`config.mk`:
```
export PLATFORM = sky130hd
export DESIGN_NAME = dcache_port_arbiter
export DESIGN_NICKNAME = d
export VERILOG_FILES = /design/src/rtl/dcache_arb_pkg.sv /design/src/rtl/dcache_port_arbiter_tid_pool.sv /design/src/rtl/dcache_port_arbiter.sv
export SDC_FILE = /design/constraint.sdc
export NUM_CORES = 1
export LEC_CHECK = 0
export ABC_AREA = 1
export CAP_MARGIN = 30
export CELL_PAD_IN_SITES_DETAIL_PLACEMENT = 0
export CELL_PAD_IN_SITES_GLOBAL_PLACEMENT = 1
export CORE_AREA = 2 2 273 275
export CTS_BUF_LIST = sky130_fd_sc_hd__clkbuf_8
export DETAILED_ROUTE_END_ITERATION = 10
export DIE_AREA = 0 0 275 277
export MAX_ROUTING_LAYER = met4
export PLACE_DENSITY = 0.68
export SYNTH_ARGS = -nofsm -noshare
export SYNTH_HDL_FRONTEND = slang
export SYNTH_SLANG_ARGS = --single-unit
```
`constraint.sdc`:
```
create_clock -name clk_i -period 3.9 [get_ports clk_i]
set_clock_uncertainty 0.15 [all_clocks]
set_input_delay 0.78 -clock clk_i [delete_from_list [all_inputs] [get_ports clk_i]]
set_output_delay 0.78 -clock clk_i [all_outputs]
set_load 0.02 [all_outputs]
```
`src/rtl/dcache_arb_pkg.sv`:
```
// dcache_arb_pkg: shared types and helpers for the dcache request-port arbiter.
// Ports: none (package). Holds the FSM state enum, the hold-register layout,
//        the round-robin selection result type and the rr_select() function.
// Struct fields are sized for the largest supported configuration
// (8 ports, 64-bit address/data, up to 16 TIDs); narrower builds zero-extend.
package dcache_arb_pkg;

  localparam int unsigned MAX_PORTS   = 8;
  localparam int unsigned PORT_W      = 3;
  localparam int unsigned MAX_ADDR_W  = 64;
  localparam int unsigned MAX_DATA_W  = 64;
  localparam int unsigned MAX_BE_W    = MAX_DATA_W / 8;
  localparam int unsigned MAX_TID_W   = 4;
  localparam int unsigned STALL_CNT_W = 16;

  typedef enum logic [0:0] {
    IDLE = 1'b0,
    HOLD = 1'b1
  } arb_state_e;

  // Request captured at accept time and replayed on the mem_* port until granted.
  typedef struct packed {
    logic [MAX_ADDR_W-1:0] addr;
    logic                  we;
    logic [MAX_DATA_W-1:0] wdata;
    logic [MAX_BE_W-1:0]   be;
    logic [PORT_W-1:0]     port;
    logic [MAX_TID_W-1:0]  tid;
  } hold_req_t;

  typedef struct packed {
    logic              found;
    logic [PORT_W-1:0] idx;
  } rr_sel_t;

  // First set bit of valid[0..n-1] at or after ptr, wrapping at n.
  // ptr is always < n, so ptr+i stays below 2n and one subtraction wraps it.
  function automatic rr_sel_t rr_select(input logic [MAX_PORTS-1:0] valid,
                                        input logic [PORT_W-1:0]    ptr,
                                        input int unsigned          n);
    rr_sel_t     r;
    int unsigned p;
    r.found = 1'b0;
    r.idx   = '0;
    for (int unsigned i = 0; i < MAX_PORTS; i++) begin
      if (i < n && !r.found) begin
        p = 32'(ptr) + i;
        if (p >= n) p = p - n;
        if (valid[p[PORT_W-1:0]]) begin
          r.found = 1'b1;
          r.idx   = p[PORT_W-1:0];
        end
      end
    end
    return r;
  endfunction

endpackage

```
`src/rtl/dcache_port_arbiter_tid_pool.sv`:
```
// tid_pool: transaction-ID free bitmap plus TID->port return table.
// Latency: lowest-free and lookup are combinational; allocate/free take effect at the next edge.
// Backpressure: none; any_free=0 tells the arbiter to stop accepting.
// Ports: clk/rst_n (sync, active-low); alloc_en/alloc_tid/alloc_port mark a TID busy and
//        record its owner; free_en/free_tid release a TID (ignored if already free);
//        any_free/low_free/any_busy report pool state; free_hit/free_port give the owner
//        of a valid release in the same cycle.
// Optional check: define MEM_ARB_ASSERT_EN to assert on releases of a free TID.
module tid_pool
  import dcache_arb_pkg::*;
#(
  parameter int unsigned TID_W = 2
) (
  input  logic              clk,
  input  logic              rst_n,
  input  logic              alloc_en,
  input  logic [TID_W-1:0]  alloc_tid,
  input  logic [PORT_W-1:0] alloc_port,
  input  logic              free_en,
  input  logic [TID_W-1:0]  free_tid,
  output logic              any_free,
  output logic [TID_W-1:0]  low_free,
  output logic              any_busy,
  output logic              free_hit,
  output logic [PORT_W-1:0] free_port
);

  localparam int unsigned NTID = 1 << TID_W;

  logic [NTID-1:0]   busy;
  logic [PORT_W-1:0] port_tab [NTID];

  assign any_free  = ~&busy;
  assign any_busy  = |busy;
  assign free_hit  = free_en && busy[free_tid];
  assign free_port = port_tab[free_tid];

  // Scan from the top so the lowest free index is the last one written.
  always_comb begin
    low_free = '0;
    for (int i = NTID - 1; i >= 0; i--) begin
      if (!busy[i]) low_free = TID_W'(i);
    end
  end

  // The TID being allocated was free when it was captured and cannot be freed
  // before its grant, so alloc and free never target the same entry.
  always_ff @(posedge clk) begin
    if (!rst_n) begin
      busy <= '0;
      for (int i = 0; i < NTID; i++) port_tab[i] <= '0;
    end else begin
      if (free_hit) busy[free_tid] <= 1'b0;
      if (alloc_en) begin
        busy[alloc_tid]     <= 1'b1;
        port_tab[alloc_tid] <= alloc_port;
      end
    end
  end

`ifdef MEM_ARB_ASSERT_EN
  always @(posedge clk) begin
    if (free_en) assert (busy[free_tid]);
  end
`endif

endmodule

```
`src/rtl/dcache_port_arbiter.sv`:
```
// dcache_port_arbiter: round-robin share of one dcache request port with TID tagging.
// Latency: requester accept -> mem_req_o 1 cycle; response routed to its port same cycle.
// Backpressure: ready withheld while holding a request or while no TID is free.
// Ports: clk_i, rst_ni (sync, active-low); req_* per-port flattened requests with
//        req_ready_o one-hot accept; rsp_valid_o one-hot response strobe with shared
//        rsp_rdata_o; mem_* downstream req/gnt channel carrying mem_tid_o; mem_rvalid_i,
//        mem_rtid_i, mem_rdata_i unstallable responses; busy_o while anything is in flight.
// Optional: define DCACHE_ARB_PERF_EN to add stall_cnt_o (16-bit saturating per-port
//           counts of cycles with valid set and ready low).
module dcache_port_arbiter
  import dcache_arb_pkg::*;
#(
  parameter int unsigned NR_PORTS = 3,
  parameter int unsigned ADDR_W   = 64,
  parameter int unsigned DATA_W   = 64,
  parameter int unsigned TID_W    = 2
) (
  input  logic                         clk_i,
  input  logic                         rst_ni,
  input  logic [NR_PORTS-1:0]          req_valid_i,
  output logic [NR_PORTS-1:0]          req_ready_o,
  input  logic [NR_PORTS*ADDR_W-1:0]   req_addr_i,
  input  logic [NR_PORTS-1:0]          req_we_i,
  input  logic [NR_PORTS*DATA_W-1:0]   req_wdata_i,
  input  logic [NR_PORTS*DATA_W/8-1:0] req_be_i,
  output logic [NR_PORTS-1:0]          rsp_valid_o,
  output logic [DATA_W-1:0]            rsp_rdata_o,
  output logic                         mem_req_o,
  input  logic                         mem_gnt_i,
  output logic [ADDR_W-1:0]            mem_addr_o,
  output logic                         mem_we_o,
  output logic [DATA_W-1:0]            mem_wdata_o,
  output logic [DATA_W/8-1:0]          mem_be_o,
  output logic [TID_W-1:0]             mem_tid_o,
  input  logic                         mem_rvalid_i,
  input  logic [TID_W-1:0]             mem_rtid_i,
  input  logic [DATA_W-1:0]            mem_rdata_i,
  output logic                         busy_o
`ifdef DCACHE_ARB_PERF_EN
  ,
  output logic [NR_PORTS*STALL_CNT_W-1:0] stall_cnt_o
`endif
);

  localparam int unsigned BE_W = DATA_W / 8;

  arb_state_e        state;
  logic [PORT_W-1:0] rr_ptr;
  hold_req_t         hold;
  rr_sel_t           sel;

  logic              accept;
  logic              grant;
  logic              any_free;
  logic [TID_W-1:0]  low_free;
  logic              tid_any_busy;
  logic              rsp_hit;
  logic [PORT_W-1:0] rsp_port;

  logic [ADDR_W-1:0] cap_addr;
  logic              cap_we;
  logic [DATA_W-1:0] cap_wdata;
  logic [BE_W-1:0]   cap_be;

  // --------------------------------------------------------------------------
  // Arbitration: only in IDLE, and only when a TID can be handed out.
  // --------------------------------------------------------------------------
  assign sel    = rr_select(MAX_PORTS'(req_valid_i), rr_ptr, NR_PORTS);
  assign accept = rst_ni && (state == IDLE) && sel.found && any_free;
  assign grant  = (state == HOLD) && mem_gnt_i;

  // Ready decode and request mux share the selected index; constant slices per port.
  always_comb begin
    req_ready_o = '0;
    cap_addr    = '0;
    cap_we      = 1'b0;
    cap_wdata   = '0;
    cap_be      = '0;
    for (int p = 0; p < NR_PORTS; p++) begin
      if (sel.idx == PORT_W'(p)) begin
        req_ready_o[p] = accept;
        cap_addr       = req_addr_i[p*ADDR_W +: ADDR_W];
        cap_we         = req_we_i[p];
        cap_wdata      = req_wdata_i[p*DATA_W +: DATA_W];
        cap_be         = req_be_i[p*BE_W +: BE_W];
      end
    end
  end

  // --------------------------------------------------------------------------
  // FSM with hold register. The round-robin pointer only moves on grant, so a
  // port that was accepted but not yet granted keeps its place.
  // --------------------------------------------------------------------------
  always_ff @(posedge clk_i) begin
    if (!rst_ni) begin
      state  <= IDLE;
      rr_ptr <= '0;
      hold   <= '0;
    end else begin
      case (state)
        IDLE: begin
          if (accept) begin
            hold.addr  <= MAX_ADDR_W'(cap_addr);
            hold.we    <= cap_we;
            hold.wdata <= MAX_DATA_W'(cap_wdata);
            hold.be    <= MAX_BE_W'(cap_be);
            hold.port  <= sel.idx;
            hold.tid   <= MAX_TID_W'(low_free);
            state      <= HOLD;
          end
        end
        HOLD: begin
          if (mem_gnt_i) begin
            state  <= IDLE;
            rr_ptr <= (hold.port == PORT_W'(NR_PORTS - 1)) ? '0 : hold.port + PORT_W'(1);
          end
        end
        default: state <= IDLE;
      endcase
    end
  end

  // Downstream request straight from the hold register: stable until granted.
  assign mem_req_o   = (state == HOLD);
  assign mem_addr_o  = hold.addr[ADDR_W-1:0];
  assign mem_we_o    = hold.we;
  assign mem_wdata_o = hold.wdata[DATA_W-1:0];
  assign mem_be_o    = hold.be[BE_W-1:0];
  assign mem_tid_o   = hold.tid[TID_W-1:0];

  // Fields are sized for the widest build; upper bits are zero in narrower ones.
  logic hold_unused;
  assign hold_unused = ^hold;

  // --------------------------------------------------------------------------
  // TID pool and response routing.
  // --------------------------------------------------------------------------
  tid_pool #(
    .TID_W (TID_W)
  ) u_tid_pool (
    .clk        (clk_i),
    .rst_n      (rst_ni),
    .alloc_en   (grant),
    .alloc_tid  (hold.tid[TID_W-1:0]),
    .alloc_port (hold.port),
    .free_en    (mem_rvalid_i && rst_ni),
    .free_tid   (mem_rtid_i),
    .any_free   (any_free),
    .low_free   (low_free),
    .any_busy   (tid_any_busy),
    .free_hit   (rsp_hit),
    .free_port  (rsp_port)
  );

  // Responses on a free TID (stale after reset, or bogus) give no strobe.
  always_comb begin
    rsp_valid_o = '0;
    for (int p = 0; p < NR_PORTS; p++) begin
      rsp_valid_o[p] = rsp_hit && (rsp_port == PORT_W'(p));
    end
  end

  assign rsp_rdata_o = rsp_hit ? mem_rdata_i : '0;
  assign busy_o      = (state == HOLD) || tid_any_busy;

`ifdef DCACHE_ARB_PERF_EN
  // --------------------------------------------------------------------------
  // Per-port stall counters: cycles spent waiting with valid high.
  // --------------------------------------------------------------------------
  logic [STALL_CNT_W-1:0] stall_cnt [NR_PORTS];

  always_ff @(posedge clk_i) begin
    for (int p = 0; p < NR_PORTS; p++) begin
      if (!rst_ni) begin
        stall_cnt[p] <= '0;
      end else if (req_valid_i[p] && !req_ready_o[p] && (stall_cnt[p] != '1)) begin
        stall_cnt[p] <= stall_cnt[p] + STALL_CNT_W'(1);
      end
    end
  end

  for (genvar p = 0; p < NR_PORTS; p++) begin : g_stall_out
    assign stall_cnt_o[p*STALL_CNT_W +: STALL_CNT_W] = stall_cnt[p];
  end
`endif

endmodule

```
==> impl_metrics.ini <==
[cells_and_area]
fillCellCount = 8325
final_common_cell = nand2_1
area_growth_pct = 70.7
fin_cells = 3313
nNetsFinal = 2819
area.sequential_mm2 = 0.00337
drive_gt1_share_pct = 5.77
multi_input_area_mm2 = 0.00556
final_cell_mix = 680 x nand2_1, 624 x clkdlybuf4s50_1, 292 x nor2_1, 209 x nand3_1, 148 x dfxtp_1
final_area_mm2 = 0.0185

[clocking]
numCtsBuffers = 17
cts_tree = built
cts_root_buf = clkbuf_8
path_clk_slew_ns = 0.10
clk_path_buf_depth = 2
htree_levels = 4
hold_buffers = 0
clkLatencyLatePin_ns = 0.54
cts.sink_count = 162

[run_status]
status = finished, final reports clean

[placed_design]
place_congestion = 0.799
place_inst = 3276
portBuffers = 694
dp_slack_ns = -0.0467
place_area_mm2 = 0.0179
place_hpwl_um = 39900

[setup_path]
r2r_cells = 17
required_ns = 2.97
critPathArrivalTime_ns = 2.76
crit_path_max_fanout = 5
rr_startpoint = rr_ptr[2]$_SDFFE_PN0P_
critical_path.startpoint = rr_ptr[2]$_SDFFE_PN0P_
cp-end-kind = output pin
critPathKind = reg2out
cp-start-kind = flip-flop
timing.rr.end = mem_wdata_o[28]$_SDFFE_PN0P_
rrSetupSlack_ns = 0.44

[logic_synthesis]
synthAdderAreaFrac_pct = 0.923
yosys_warnings = 0
synth_area_mm2 = 0.0108
synth-simple-area-share_pct = 47.1
netlist_instances = 1810
synth.area.top_cells = dfxtp_1 28%, nand2_1 24%, buf_4 11%
synthArstFlopShare_pct = 0
yosys_most_used_dff = dfxtp_1
synth_xor_xnor_area_share_pct = 0.162
syn-num-nets = 2302
synth_edf_count = 12
synth_cell_types = 35
ys_seq_area_share_pct = 31.0
yosysTopAreaCell = dfxtp_1
synth-compound-area-share_pct = 1.92
syn_avg_cell_area_um2 = 5.99
ys_seq_elements = 162
synth_top_area_share_pct = 27.7
synth_top_family_by_area = simple AND/OR/NAND/NOR gates
synth_mux_area_share_pct = 0

[timing]
final.setup.tns_ns = 0
holdWs_ns = 0.304
fin_ws_ns = 0.207
max_freq_mhz = 271
hold_viol = 0
min_period_over_period_pct = 94.7
maxSlewViolCount = 0
fin_crit_ns = 3.69
finalSetupViolCount = 0
worst_slew_pin_slew_ns = 0.903
max_slew_margin_pct = 39.8

[detailed_routing]
dr.pass1.iters = 4
initialDrtViolationCount = 467
viasPerCell = 3.71
drcViolationCount = 0
antenna_left = 0
routedWlPerCell_um = 15.8
num_vias = 12300
routed_wl_um = 52300

[grt]
grt_pass1_vias = 12100
grt_max_degree = 148
overflow = 0
antenna_found_initial = 3
grt_pass1_wl_um = 75400
grt.total_usage_pct = 13.7

[floorplanning]
start_util_pct = 14.7
die_area_mm2 = 0.0762
ios = 695
rows = 100
coreArea_mm2 = 0.0736
die_w_um = 275
die_y_um = 277

[power]
p_per_area_mw_per_mm2 = 623
ir_worst_vdd_uv = 734
p_leak_nw = 9.34

[job]
maxCapViolCount = 0

[worst_hold_path]
hold_path_depth = 2
whs_endpoint = mem_wdata_o[48]$_SDFFE_PN0P_
min_from = mem_wdata_o[48]$_SDFFE_PN0P_
hp-class = reg2reg
==> cells in the mapped netlist, drive strengths merged, types with 3 or more instances <==
cell type / instances
nand3: 215
ha: 8
nor3: 10
o21ai: 9
inv: 121
or2: 27
dfxtp: 150
edfxtp: 12
o22ai: 3
buf: 212
a21oi: 12
nand2: 693
a22oi: 3
clkbuf: 26
nor2: 297
==> logic make-up after synthesis <==
logic type               Yosys count
XOR/XNOR                           2
AO/OA/AOI/OAI                     33
buffers and inverters            359
adder cells (fa/ha/maj)            8
flip-flops                       162
AND/OR/NAND/NOR                 1246
==> layer usage <==
layer	GRT usage [%]	part of all wire (%)	vias up
met2	23.7	50	403
met4	3.95	1.9	0
met3	3.55	6.9	50
li1	-	-	6434
met1	15.3	42	5417
met5	-	0	-
==> critical path, stage by stage, from the launching register on <==
cell        delay [ns]
dfxtp_4           0.39
clkinvlp_4        0.17
ha_1              0.22
nand2_1           0.12
nand2_1           0.09
nand2_1           0.06
nand2_1           0.08
nand3_1           0.10
nand2_2           0.08
nand2_4           0.11
buf_4             0.12
nand2_2           0.05
nand2_4           0.08
nand2_8           0.08
nor3_2            0.16
buf_4             0.14
buf_4             0.14
==> worst max-delay path by stage <==
stage                       to  cells after the start
6_report        req_ready_o[0]                     16
5_1_grt         req_ready_o[0]                     16
4_1_cts         req_ready_o[1]                     13
3_5_place_dp   rsp_rdata_o[12]                      9
3_3_place_gp    req_ready_o[0]                     11
2_1_floorplan   req_ready_o[0]                     15
==> state kept, by name (all words and copies together) (netlist names) <==
| register | cells |
|---|---|
| mem_req_o | 1 |
| mem_be_o | 8 |
| rr_ptr | 3 |
| u_tid_pool.port_tab | 12 |
| mem_we_o | 1 |
| mem_tid_o | 2 |
| mem_addr_o | 64 |
| mem_wdata_o | 64 |
| hold | 3 |
| u_tid_pool.busy | 4 |
==> what timing repair did <==
item,CTS,global route
pin swaps,0,3
resized for setup,25,77
endpoints found under the setup margin,69,63
buffers inserted,0,1
==> layout make-up <==
| cell class | instances | share of cell area, % |
|---|---|---|
| Tap cell | 969 | 6.55 |
| Sequential cell | 162 | 18.2 |
| Clock buffer | 17 | 1.26 |
| Inverter | 121 | 2.54 |
| Timing Repair Buffer | 736 | 40.5 |
| Clock inverter | 15 | 0.818 |
| Antenna cell | 4 | 0.0541 |
| Multi-Input combinational cell | 1289 | 30.0 |
==> power breakdown <==
group          switching, mW  leakage [nW]  internal [mW]
sequential             0.296          1.37           2.25
combinational           4.77          7.77           2.89
clock                  0.802         0.193          0.521
==> through the flow <==
stage / util (%) / total power, mW
3_5_place_dp: 24.3 / 10.4
2_1_floorplan: - / 7.79
6_report: 25.2 / 11.5
4_1_cts: 24.8 / 11.8
3_3_place_gp: 24.3 / 10.4
5_1_grt: 25.2 / 12.6
Power figures use the tool's default switching activity.
